## src/rtl/instr_fetch.sv

```systemverilog
// Instruction fetch unit: owns the PC, fetches over an imem req/ack handshake and
// hands each word to decode over valid/ready, then steps the PC (sequential, beq, j).
module instr_fetch #(
  parameter logic [31:0] RESET_PC    = 32'h0000_0000,
  parameter int          ACK_TIMEOUT = 16
) (
  input  logic        clk,
  input  logic        rst_n,
  output logic        imem_req,
  output logic [31:0] imem_addr,
  input  logic        imem_ack,
  input  logic [31:0] imem_rdata,
  output logic [31:0] instr,
  output logic [31:0] instr_pc,
  output logic        instr_valid,
  input  logic        instr_ready,
  input  logic        branch_taken,
  output logic        fetch_err,
  output logic [31:0] retired_cnt
);

  localparam logic [31:0] PC0      = RESET_PC & ~32'h3;
  localparam logic [7:0]  TMO_LAST = 8'(ACK_TIMEOUT - 1);

  localparam logic [5:0] OP_J   = 6'b000010;
  localparam logic [5:0] OP_BEQ = 6'b000100;

  typedef enum logic [1:0] {S_REQ, S_WAIT, S_HOLD, S_ERR} state_t;

  state_t      state;
  logic [31:0] pc;
  logic [7:0]  tcnt;

  // Successor of the consumed instruction; taken only matters for beq.
  function automatic logic [31:0] next_pc_f(input logic [31:0] word,
                                            input logic [31:0] at_pc,
                                            input logic        taken);
    logic        [31:0] p4;
    logic signed [31:0] boff;
    p4   = at_pc + 32'd4;
    boff = {{14{word[15]}}, word[15:0], 2'b00};
    if (word[31:26] == OP_J)
      next_pc_f = {p4[31:28], word[25:0], 2'b00};
    else if (word[31:26] == OP_BEQ && taken)
      next_pc_f = p4 + boff;
    else
      next_pc_f = p4;
  endfunction

  always_ff @(posedge clk or negedge rst_n) begin
    if (!rst_n) begin
      state       <= S_REQ;
      pc          <= PC0;
      tcnt        <= '0;
      imem_req    <= 1'b0;
      imem_addr   <= PC0;
      instr       <= '0;
      instr_pc    <= PC0;
      instr_valid <= 1'b0;
      fetch_err   <= 1'b0;
      retired_cnt <= '0;
    end else begin
      case (state)
        S_REQ: begin
          imem_req  <= 1'b1;
          imem_addr <= pc;
          tcnt      <= '0;
          state     <= S_WAIT;
        end
        S_WAIT: begin
          if (imem_ack) begin
            instr       <= imem_rdata;
            instr_pc    <= pc;
            instr_valid <= 1'b1;
            imem_req    <= 1'b0;
            state       <= S_HOLD;
          end else if (tcnt == TMO_LAST) begin
            imem_req  <= 1'b0;
            fetch_err <= 1'b1;
            state     <= S_ERR;
          end else begin
            tcnt <= tcnt + 8'd1;
          end
        end
        S_HOLD: begin
          if (instr_valid && instr_ready) begin
            instr_valid <= 1'b0;
            retired_cnt <= retired_cnt + 32'd1;
            pc          <= next_pc_f(instr, instr_pc, branch_taken);
            state       <= S_REQ;
          end
        end
        default: begin
          // Terminal until reset.
          imem_req    <= 1'b0;
          instr_valid <= 1'b0;
        end
      endcase
    end
  end

endmodule

```

## config.mk

```make
export PLATFORM = sky130hd
export DESIGN_NAME = instr_fetch
export DESIGN_NICKNAME = d
export VERILOG_FILES = /design/src/rtl/instr_fetch.sv
export SDC_FILE = /design/constraint.sdc
export NUM_CORES = 1
export LEC_CHECK = 0
export ABC_AREA = 0
export BUFFER_PORTS_ARGS = -buffer_cell sky130_fd_sc_hd__buf_2
export CAP_MARGIN = 20
export CORE_MARGIN = 2
export CORE_UTILIZATION = 40
export CTS_CLUSTER_DIAMETER = 30
export DETAILED_ROUTE_END_ITERATION = 12
export HOLD_SLACK_MARGIN = 0.03
export PLACE_DENSITY = 0.6
export SLEW_MARGIN = 20
export SYNTH_ARGS = -nofsm -noshare
export SYNTH_HDL_FRONTEND = slang
export SYNTH_SLANG_ARGS = --single-unit
```

## constraint.sdc

```tcl
create_clock -name clk -period 8.99 [get_ports clk]
set_input_delay 1.798 -clock clk [delete_from_list [all_inputs] [get_ports clk]]
set_output_delay 1.798 -clock clk [all_outputs]
set_load 0.005 [all_outputs]
```

==> metrics.md, run 1 <==
| Metric | Value |
|---|---|
| Wire per inst | between 15 and 20 um |
| Crit path DAT | roughly 4.6 ns |
| Initial Utilization | between 40% and 50% |
| Period utilization | 46.7% |
| Leak | 0.00567 uW |
| DR pass1 iterations | 4 |
| Root cell of the clock tree | clkbuf_16 |
| Worst path required time | around 9.4 ns |
| Layout cells sized above 1 | between 20 and 30% |
| Worst skew pair latency | between 0.4 and 0.5 ns |
| Longest Clk Path Bufs | 2 |
| Core ar. | 23300 um2 |
| Worst Tran Pin Value | 0.991 ns |
| Routed Antenna Nets | 0 |
| CTS Hold Bufs | 0 |
| Vias per inst | about 5.3 |
| Most frequent cells in the layout | dfrtp_1 (173), buf_2 (166), mux2_2 (97), nand2_1 (96), xnor2_1 (53) |
| CTS buffer count | 17 |
| H-tree depth | 4 |
| Worst-path fanout max | 8 |
| Yosys reg bits | ~170 |
| IO buf count | approximately 170 |
| Synth Flop Type | dfrtp_1 |
| RD Place Congestion | between 0.9 and 1 |
| Status | completed |
| RSZ-0062 raised after global routing | no |
| Cell count after synthesis | approximately 910 |
| Via count | 7436 |
| Worst hold slack | 0.470 ns |
| First DRT Iteration DRCs | ~530 |
| Hold Violations, Final | 0 |
| Fmax | about 0.24 GHz |
| Critical path class | register to register |
| WL final | roughly 24000 um |
| CTS clk-pin slew, worst paths | 0.07 ns |
| Commonest non-fill, non-tap cell in the layout | dfrtp_1 |
| EDFF count, synth | 0 |
| Routed met3 length | around 1300 um |
| Die Height | between 150 and 200 um |
| Post-Route Setup TNS | 0 ns |
| Die X | roughly 160 um |
| Met2 WL post-DR | between 10000 and 15000 um |
| Crit-path cells | ha_1 -> nand2_1 -> nor3_1 -> nand2_1 -> xnor2_1 -> ha_1 -> a21oi_2 -> o21ai_0 -> or4b_1 -> o21ai_2 -> o21bai_1 -> mux2i_1 -> or4_1 -> nand3_1 |
| Rel. slew slack | between 30% and 40% |
| # DRC | 0 |
| Netlist cell types | 67 |
| Seq/Total Area, Yosys | about 46% |
| Die area | about 25000 um2 |
| Antenna violations before repair | 0 |
| CP max stage delay | between 0.6 and 0.7 ns |
| Aggregate global routing overflow | 0 |
| Mean Syn Cell Area | around 10 um2 |
| Cell Rows | 56 |
| CTS tree | yes |
| Top Metal Used | met4 |
| CP startpoint kind | register |
| Mapped cell area | approximately 9500 um2 |
| Antenna Diode Count | 0 |
| Gr usage total | 19.9% |
| Final min period | about 4.2 ns |
| Syn Nets | 985 |
| Yosys warns | 0 |
| Peak VDD IR | approximately 0.13 mV |
| Max-cap violations | 0 |
| Slew Limit Fails | 0 |
| Crit path max-delay cell type | nor3_1 |
| Pin count of the biggest net entering global routing | about 110 |
| Final Setup Violations | 0 |
| Gates resized, CTS repair | 0 |
| Worst setup EP type | register |
| Synth-to-Final Area Change | 18.3% |
| Layout Nets | 1141 |
| Fillcell total | approximately 2200 |
| Skew final | ~0.013 ns |
| Post-CTS setup buffer count | 0 |
| Ports | 168 |
| Pwr dens | roughly 220 nW/um2 |
| Hold WC Path Type | register to register |
| HPWL Detailed | 17000 um |
| Async set-or-reset flop fraction in the synthesized netlist | 100% |
| Global-route wire length before repair | between 30000 and 40000 um |
| M1 WL | 11700 um |
| Vias in the first global route | around 7100 |
| Clk sink count | approximately 170 |
[report_power, final]
part / leakage, uW / internal, uW / switching, uW
registers: 0.00232 / 896 / 165
logic: 0.00307 / 325 / 370
clock network: 0.000284 / 376 / 372
[cell usage after synthesis (4+ instances only)]
library cell	instances	area share [%]
xnor2_1	53	4.9
ha_1	39	5.2
nor2_1	50	2.0
xor2_1	26	2.4
o21a_1	4	0.32
nand3_1	37	2.0
nor3_1	9	0.48
nor2b_1	5	0.33
a31oi_1	9	0.59
nand4_1	24	1.6
o221ai_1	4	0.37
and3_1	20	1.3
buf_2	8	0.42
buf_1	4	0.16
o211ai_1	7	0.55
nand2_1	96	3.8
clkbuf_1	23	0.91
o22ai_1	4	0.26
and4_1	5	0.46
mux2i_1	4	0.42
a211oi_1	12	0.95
o211a_1	4	0.42
o21ai_0	42	2.2
a21o_1	22	1.7
a21oi_1	46	2.4
inv_1	13	0.52
o31ai_1	7	0.55
or3_1	6	0.40
mux2_2	97	12
dfrtp_1	173	46
a21boi_0	5	0.40
[worst paths after layout]
kind                              endpoint  cells after the start  slack [ns]   startpoint
min                              fetch_err                      2        0.47    fetch_err
min in group asynchronous  retired_cnt[18]                      1        1.47        rst_n
max reg2reg                         pc[31]                     14        4.79  instr_pc[2]
max in group asynchronous        instr[10]                      2        6.11        rst_n
min reg2reg                      fetch_err                      2        0.47    fetch_err
max                                 pc[31]                     14        4.79  instr_pc[2]
[registers in the layout (all words and copies together) (netlist names)]
name	flops
instr_pc	32
tcnt	8
fetch_err	1
imem_req	1
instr_valid	1
state	2
imem_addr	32
retired_cnt	32
instr	32
pc	32
[area by class of cell]
type                    instances  area [um2]  share of cell area [%]
flip-flops and latches        173        4330                    38.6
clock buffers                  17         425                    3.80
well taps                     319         399                    3.56
repair buffers                175         902                    8.05
multi-input cells             684        4930                    44.0
clock inverters                15         166                    1.49
inverters                      13        48.8                   0.435
[logic make-up after synthesis]
family,share of synthesized area (%)
mux,12.0
xor+xnor,7.31
buf+inv,2.39
fa+ha+maj,5.36
compound gates,12.3
flops,45.7
simple gates,15.0
[stage by stage]
step	power (uW)	util, %	setup slack (ns)	area [um2]	instances
6_report	2500	48.0	4.79	11200	1396
5_1_grt	2660	48.0	4.51	11200	1396
4_1_cts	2530	48.0	4.80	11200	1396
3_5_place_dp	1770	45.5	4.85	10600	1364
3_3_place_gp	1760	45.5	4.96	10600	1364
2_1_floorplan	1490	-	5.47	9470	908
[worst max-delay path: cells and delay by family (launching register included)]
kind / cells / cell delay (ns)
multiplexers: 1 / 0.15
flip-flops: 1 / 0.50
XOR/XNOR: 1 / 0.23
AND/OR/NAND/NOR: 6 / 1.93
AO/OA/AOI/OAI: 4 / 0.69
adder cells (fa/ha/maj): 2 / 0.65
[per-layer routing]
metal / track usage [%] / vias to the layer above
met5: 0 / -
met4: 5.45 / 0
met3: 4.68 / 27
met2: 30.6 / 194
met1: 28.0 / 3603
li1: - / 3612
Power figures use the tool's default switching activity.
==> inputs of run 2 (changes only) <==
- PLACE_DENSITY: 0.6 -> 0.63
- clock period: 8.99 -> 3.5 ns (I/O delays scaled with it)
==> run 2 against run 1 <==
  * The run now ends with setup timing left
  * Core utilization rose by 3.4 points
  * Final area rose by 7.1%
  * Hold slack got worse by 0.17 ns
  * Final cell count rose by 4.9%
  * Sequential share of layout area fell by 2.5 points
  * Register-to-register slack got worse by 4.9 ns
  * Combinational power rose to 3.1 times the previous value
  * First-iteration DRC count fell by 20%
  * Total power rose to 2.7 times the previous value
  * Non-clock buffer count rose by 68
  * Maximum frequency rose by 18%
  * Global-route usage rose by 0.70 points
==> metrics.md, run 2 (synthesized netlist as in run 1, its figures left out) <==
| Metric | Value |
|---|---|
| Final worst slack | -0.0624 ns (-4.86 ns) |
| Vias in the first global route | 7577 (+6.7%) |
| Skew final | 0.0142 ns (+0.00157 ns) |
| RSZ-0062 raised after global routing | yes |
| Most frequent cells in the layout | dfrtp_1 (171), buf_2 (166), mux2_2 (97), nand2_1 (96), buf_4 (72) |
| Proportion of power drawn by combinational gates | 31.6% (+3.9 points) |
| Switching Power | 2460 uW (+170%) |
| Peak VDD IR | 0.346 mV (+170%) |
| Clk network pwr share | 29.3% (-0.6 points) |
| DR pass1 iterations | 5 (+1) |
| H-tree depth | 4 (unchanged) |
| Wire per inst | 17.4 um (about the same) |
| DP Worst Slack | -0.0986 ns (-4.95 ns) |
| Worst-path fanout max | 7 (-1) |
| Sw frac | 36.2% (-0.038 points) |
| Aggregate global routing overflow | 0 (unchanged) |
| Hold WC Path Type | primary input to asynchronous set/reset pin |
| # DRC | 0 (unchanged) |
| Final instance area | 12000 um2 (+7.1%) |
| Layout Nets | 1209 (+6.0%) |
| Slew Limit Fails | 0 (unchanged) |
| Pin count of the biggest net entering global routing | 80 (-25%) |
| Clk sink count | 173 (unchanged) |
| Final Setup Violations | 2 (+2) |
| Leak | 0.00610 uW (+7.6%) |
| CP startpoint kind | register |
| Status | complete, but fails checks |
| WL final | 25500 um (+4.8%) |
| Crit path max-delay cell type | or4_1 |
| Worst skew pair latency | 0.44 ns (about the same) |
| Commonest non-fill, non-tap cell in the layout | dfrtp_1 |
| CTS tree | yes |
| Final min period | 3.56 ns (-0.634 ns) |
| Hold Violations, Final | 0 (unchanged) |
| Via count | 7877 (+5.9%) |
| Crit-path cells | buf_4 -> ha_2 -> nand2_1 -> nor3_2 -> buf_4 -> nand3_2 -> nor2_1 -> xor2_1 -> ha_1 -> a21o_1 -> a21o_1 -> a21oi_1 -> o22ai_1 -> o21bai_4 -> mux2i_2 -> or4_1 -> nand3_1 |
| Die X | 158 um (unchanged) |
| CTS clk-pin slew, worst paths | 0.08 ns (about the same) |
| Core ar. | 23300 um2 (unchanged) |
| Die area | 24900 um2 (unchanged) |
| Ports | 168 (unchanged) |
| CP max stage delay | 0.46 ns (-0.18 ns) |
| RD Place Congestion | 0.921 (-2.0%) |
| Gr usage total | 20.6% (+0.70 points) |
| Longest Clk Path Bufs | 2 (unchanged) |
| Root cell of the clock tree | clkbuf_16 |
| Period utilization | 102% (+55 points) |
| Worst path required time | 3.87 ns (-5.49 ns) |
| Crit path DAT | 3.94 ns (-0.63 ns) |
| Seq pwr share | 39.1% (-3.3 points) |
| Routed Antenna Nets | 0 (unchanged) |
| First DRT Iteration DRCs | 425 (-20%) |
| Initial Utilization | 40.6% (unchanged) |
| Worst setup EP type | register |
| Pint | 4340 uW (+170%) |
| Max-cap violations | 0 (unchanged) |
| Placed Cells incl. Taps | 1420 (+4.1%) |
| Failing checks | setup timing |
| CTS Hold Bufs | 0 (unchanged) |
| Final design utilization | 51.4% (+3.4 points) |
| Worst Tran Pin Value | 0.738 ns (-0.253 ns) |
| CTS buffer count | 17 (unchanged) |
| Cell Rows | 56 (unchanged) |
| Pwr dens | 567 nW/um2 (+150%) |
| Critical path class | register to register |
| Fmax | 0.281 GHz (+18%) |
| Rel. slew slack | 50.7% (+17 points) |
| Fin cells | 1464 (+4.9%) |
| Antenna violations before repair | 0 (unchanged) |
| Placed instance area | 11100 um2 (+4.3%) |
| IO buf count | 167 (unchanged) |
| Vias per inst | 5.38 (+1.0%) |
| Global-route wire length before repair | 40200 um (+4.1%) |
| Die Height | 158 um (unchanged) |
| Synth-to-Final Area Change | 26.7% |
| Layout cells sized above 1 | 36.8% (+7.0 points) |
| Antenna Diode Count | 0 (unchanged) |
| HPWL Detailed | 17900 um (+5.4%) |
[run 2: final cells by class]
type / count / area (um2)
Tap cell: 319 / 399
Fill cell: 2116 / 11300
Timing Repair Buffer: 243 / 1460
Clock buffer: 17 / 425
Multi-Input combinational cell: 684 / 5120
Clock inverter: 15 / 209
Inverter: 13 / 51.3
Sequential cell: 173 / 4330
[run 2: final timing paths]
check	startpoint	end	slack (ns)	cells after the start
setup / recovery	instr_pc[2]	pc[31]	-0.06	17
hold / removal	rst_n	retired_cnt[16]	0.30	1
setup reg to reg	instr_pc[2]	pc[31]	-0.06	17
hold reg to reg	retired_cnt[31]	retired_cnt[31]	0.47	1
max in group asynchronous	rst_n	pc[15]	2.46	2
min in group clk	retired_cnt[31]	retired_cnt[31]	0.47	1
[run 2: repair_timing]
| item | CTS | global route |
|---|---|---|
| buffers inserted | 8 | 4 |
| pin swaps | 8 | 10 |
| setup endpoints to repair | 3 | 17 |
| gates resized for setup | 11 | 26 |
[run 2: per-layer routing]
layer / vias to the layer above / part of all wire [%] / track usage [%]
met3: 30 / 4.9 / 4.24
met1: 3916 / 47 / 28.8
li1: 3735 / - / -
met2: 196 / 46 / 32.5
met4: 0 / 1.5 / 5.24
met5: - / 0 / 0
[run 2: worst max-delay path: cells and delay by family (launching register included)]
family | cells | cell delay, ns
XOR/XNOR | 1 | 0.28
AND/OR/NAND/NOR | 6 | 1.04
adder cells (fa/ha/maj) | 2 | 0.50
multiplexers | 1 | 0.15
flip-flops | 1 | 0.36
buffers and inverters | 2 | 0.33
AO/OA/AOI/OAI | 5 | 0.80
[run 2: through the flow]
step                TNS [ns]  hold WS (ns)  total power, uW
floorplan                  0         0.404             3830
global placement     -0.0669         0.454             4690
detailed placement    -0.163         0.463             4710
CTS                 -0.00724         0.315             6770
global route          -0.966         0.344             7210
finish               -0.0656         0.299             6800
[run 2: power groups by stage]
stage	combinational (uW)	sequential, uW	clock (uW)
after floorplan	1190	2640	0
after global placement	2000	2690	0
after detailed placement	2020	2690	0
after CTS	2070	2660	2050
after global routing	2370	2710	2120
final	2150	2660	1990
==> inputs of run 3 (changes only) <==
- CORE_UTILIZATION: 40 -> 53
- CTS_BUF_LIST: unset -> sky130_fd_sc_hd__clkbuf_8
- PLACE_DENSITY: 0.63 -> 0.79
==> run 3 against run 2 <==
  * The flow still finishes with violations (setup timing)
  * Via count grew 2.2%
  * Die area shrank 24%
  * Total power shrank 8.6%
  * Maximum frequency grew 1.1%
  * Sequential power is essentially flat
  * Final area shrank 2.6%
  * Routed wire length shrank 1.8%
  * Core utilization grew 16 points
  * Hold slack lost 0.074 ns
  * Register-to-register slack gained 0.04 ns
  * Highest routed layer unchanged
==> metrics.md, run 3 (synthesized netlist as in run 1, its figures left out) <==
| Metric | Value |
|---|---|
| WL final | 25100 um (-1.8%) |
| Hold Violations, Final | 0 (unchanged) |
| First DRT Iteration DRCs | 565 (+33%) |
| Layout Nets | 1203 (-0.50%) |
| Die area | 19000 um2 (-24%) |
| Final Setup Violations | 1 (-1) |
| Aggregate global routing overflow | 0 (unchanged) |
| CTS clk-pin slew, worst paths | 0.10 ns (+0.02 ns) |
| DR pass1 iterations | 5 (unchanged) |
| Most frequent cells in the layout | dfrtp_1 (171), buf_2 (166), mux2_2 (97), nand2_1 (95), buf_4 (67) |
| Fin cells | 1365 (-6.8%) |
| Worst path required time | 3.91 ns (+0.04 ns) |
| Routed Antenna Nets | 0 (unchanged) |
| Hold WC Path Type | primary input to asynchronous set/reset pin |
| Critical path class | register to register |
| Period utilization | 101% (-1.1 points) |
| Leak | 0.00598 uW (-2.0%) |
| Area of the multi-input gates | 5240 um2 (+2.3%) |
| Gr usage total | 26.3% (+5.7 points) |
| Fmax | 0.284 GHz (+1.1%) |
| Commonest non-fill, non-tap cell in the layout | dfrtp_1 |
| Peak VDD IR | 0.325 mV (-5.9%) |
| Die Height | 138 um (-13%) |
| FF/Latch Area | 4330 um2 (unchanged) |
| H-tree depth | 4 (unchanged) |
| Core ar. | 17400 um2 (-26%) |
| Final worst slack | -0.0251 ns (+0.0373 ns) |
| Antenna violations before repair | 1 (+1) |
| Vias in the first global route | 7614 (+0.49%) |
| Skew final | 0.0196 ns (+0.00532 ns) |
| Worst-path fanout max | 7 (unchanged) |
| RD Place Congestion | 0.936 (+1.6%) |
| Post-Route Setup TNS | -0.0251 ns (+0.0406 ns) |
| Cell Rows | 48 (-14%) |
| Worst setup EP type | register |
| Synth-to-Final Area Change | 23.4% |
| Clk sink count | 173 (unchanged) |
| CTS tree | yes |
| HPWL Detailed | 17500 um (-2.1%) |
| Global-route wire length before repair | 38800 um (-3.5%) |
| Die X | 138 um (-13%) |
| Vias per inst | 5.90 (+9.6%) |
| Failing checks | setup timing |
| Worst Tran Pin Value | 0.734 ns (-0.00385 ns) |
| # DRC | 0 (unchanged) |
| Crit path DAT | 3.94 ns (about the same) |
| Max-cap violations | 0 (unchanged) |
| Placed Cells incl. Taps | 1328 (-6.5%) |
| Fillcell total | 1301 (-39%) |
| RSZ-0062 raised after global routing | yes |
| Total Power | 6210 uW (-8.6%) |
| Pwr dens | 532 nW/um2 (-6.2%) |
| CP startpoint kind | register |
| Worst skew pair latency | 0.48 ns (+0.04 ns) |
| Ports | 168 (unchanged) |
| Pin count of the biggest net entering global routing | 71 (-11%) |
| Slew Limit Fails | 0 (unchanged) |
| Initial Utilization | 54.6% (+14 points) |
| CTS buffer count | 17 (unchanged) |
| Longest Clk Path Bufs | 2 (unchanged) |
| Root cell of the clock tree | clkbuf_8 |
| Layout cells sized above 1 | 37.6% (+0.81 points) |
| Via count | 8047 (+2.2%) |
| Status | complete, but fails checks |
| IO buf count | 167 (unchanged) |
| Rel. slew slack | 51.0% (+0.37 points) |
| Wire per inst | 18.4 um (+5.3%) |
| Final min period | 3.53 ns (-0.0373 ns) |
-- run 3: critical path: stages, from the launching register on --
cell and delay [ns]:
dfrtp_2 0.44, buf_4 0.17, ha_1 0.22, nand2_1 0.10
nor3_2 0.04, buf_4 0.16, xor2_2 0.16, ha_1 0.36
a21oi_2 0.21, o22ai_2 0.12, or4b_4 0.54, o21ai_4 0.22
o21bai_4 0.11, mux2i_1 0.13, or4_1 0.39, nand3_1 0.10
-- run 3: report_power, final --
| group | switching [uW] | total (uW) | internal [uW] |
|---|---|---|---|
| Sequential | 389 | 2690 | 2300 |
| Combinational | 1120 | 2150 | 1030 |
| Clock | 839 | 1370 | 527 |
| Total | 2350 | 6210 | 3860 |
-- run 3: routing by layer --
layer,track usage [%],wire [um]
met1,35.5,11100
met4,8.36,504
met5,0,0
met3,5.22,1610
met2,42.8,11900
-- run 3: cell type report --
class,count,area share [%]
diodes,1,0.0214
clock buffers,17,2.00
clock inverters,15,1.27
inverters,13,0.439
multi-input cells,684,44.8
flip-flops and latches,173,37.1
well taps,225,2.41
repair buffers,237,11.9
-- run 3: repair_timing --
action / in CTS / in global routing
hold buffers: 0 / 0
pin swaps: 7 / 25
setup buffers: 3 / 1
resized for setup: 7 / 54
setup endpoints to repair: 2 / 15
-- run 3: final timing paths --
kind	start	end	slack, ns	cells after the start
setup / recovery	instr_pc[2]	pc[31]	-0.03	15
hold / removal	rst_n	instr[22]	0.23	1
setup reg to reg	instr_pc[2]	pc[31]	-0.03	15
max in group asynchronous	rst_n	pc[24]	2.42	2
min in group clk	imem_ack	fetch_err	0.43	2
hold reg to reg	retired_cnt[31]	retired_cnt[31]	0.47	1
-- run 3: through the flow --
stage                     area, um2  setup slack, ns  hold WS [ns]  utilization, %
after global placement        11000          -0.0253         0.450            63.1
final                         11700          -0.0251         0.225            67.3
after floorplan                9470          0.00739         0.404               -
after CTS                     11400          0.00852         0.216            65.7
after detailed placement      11000          -0.0835         0.453            63.1
after global routing          11700           -0.148         0.264            67.3
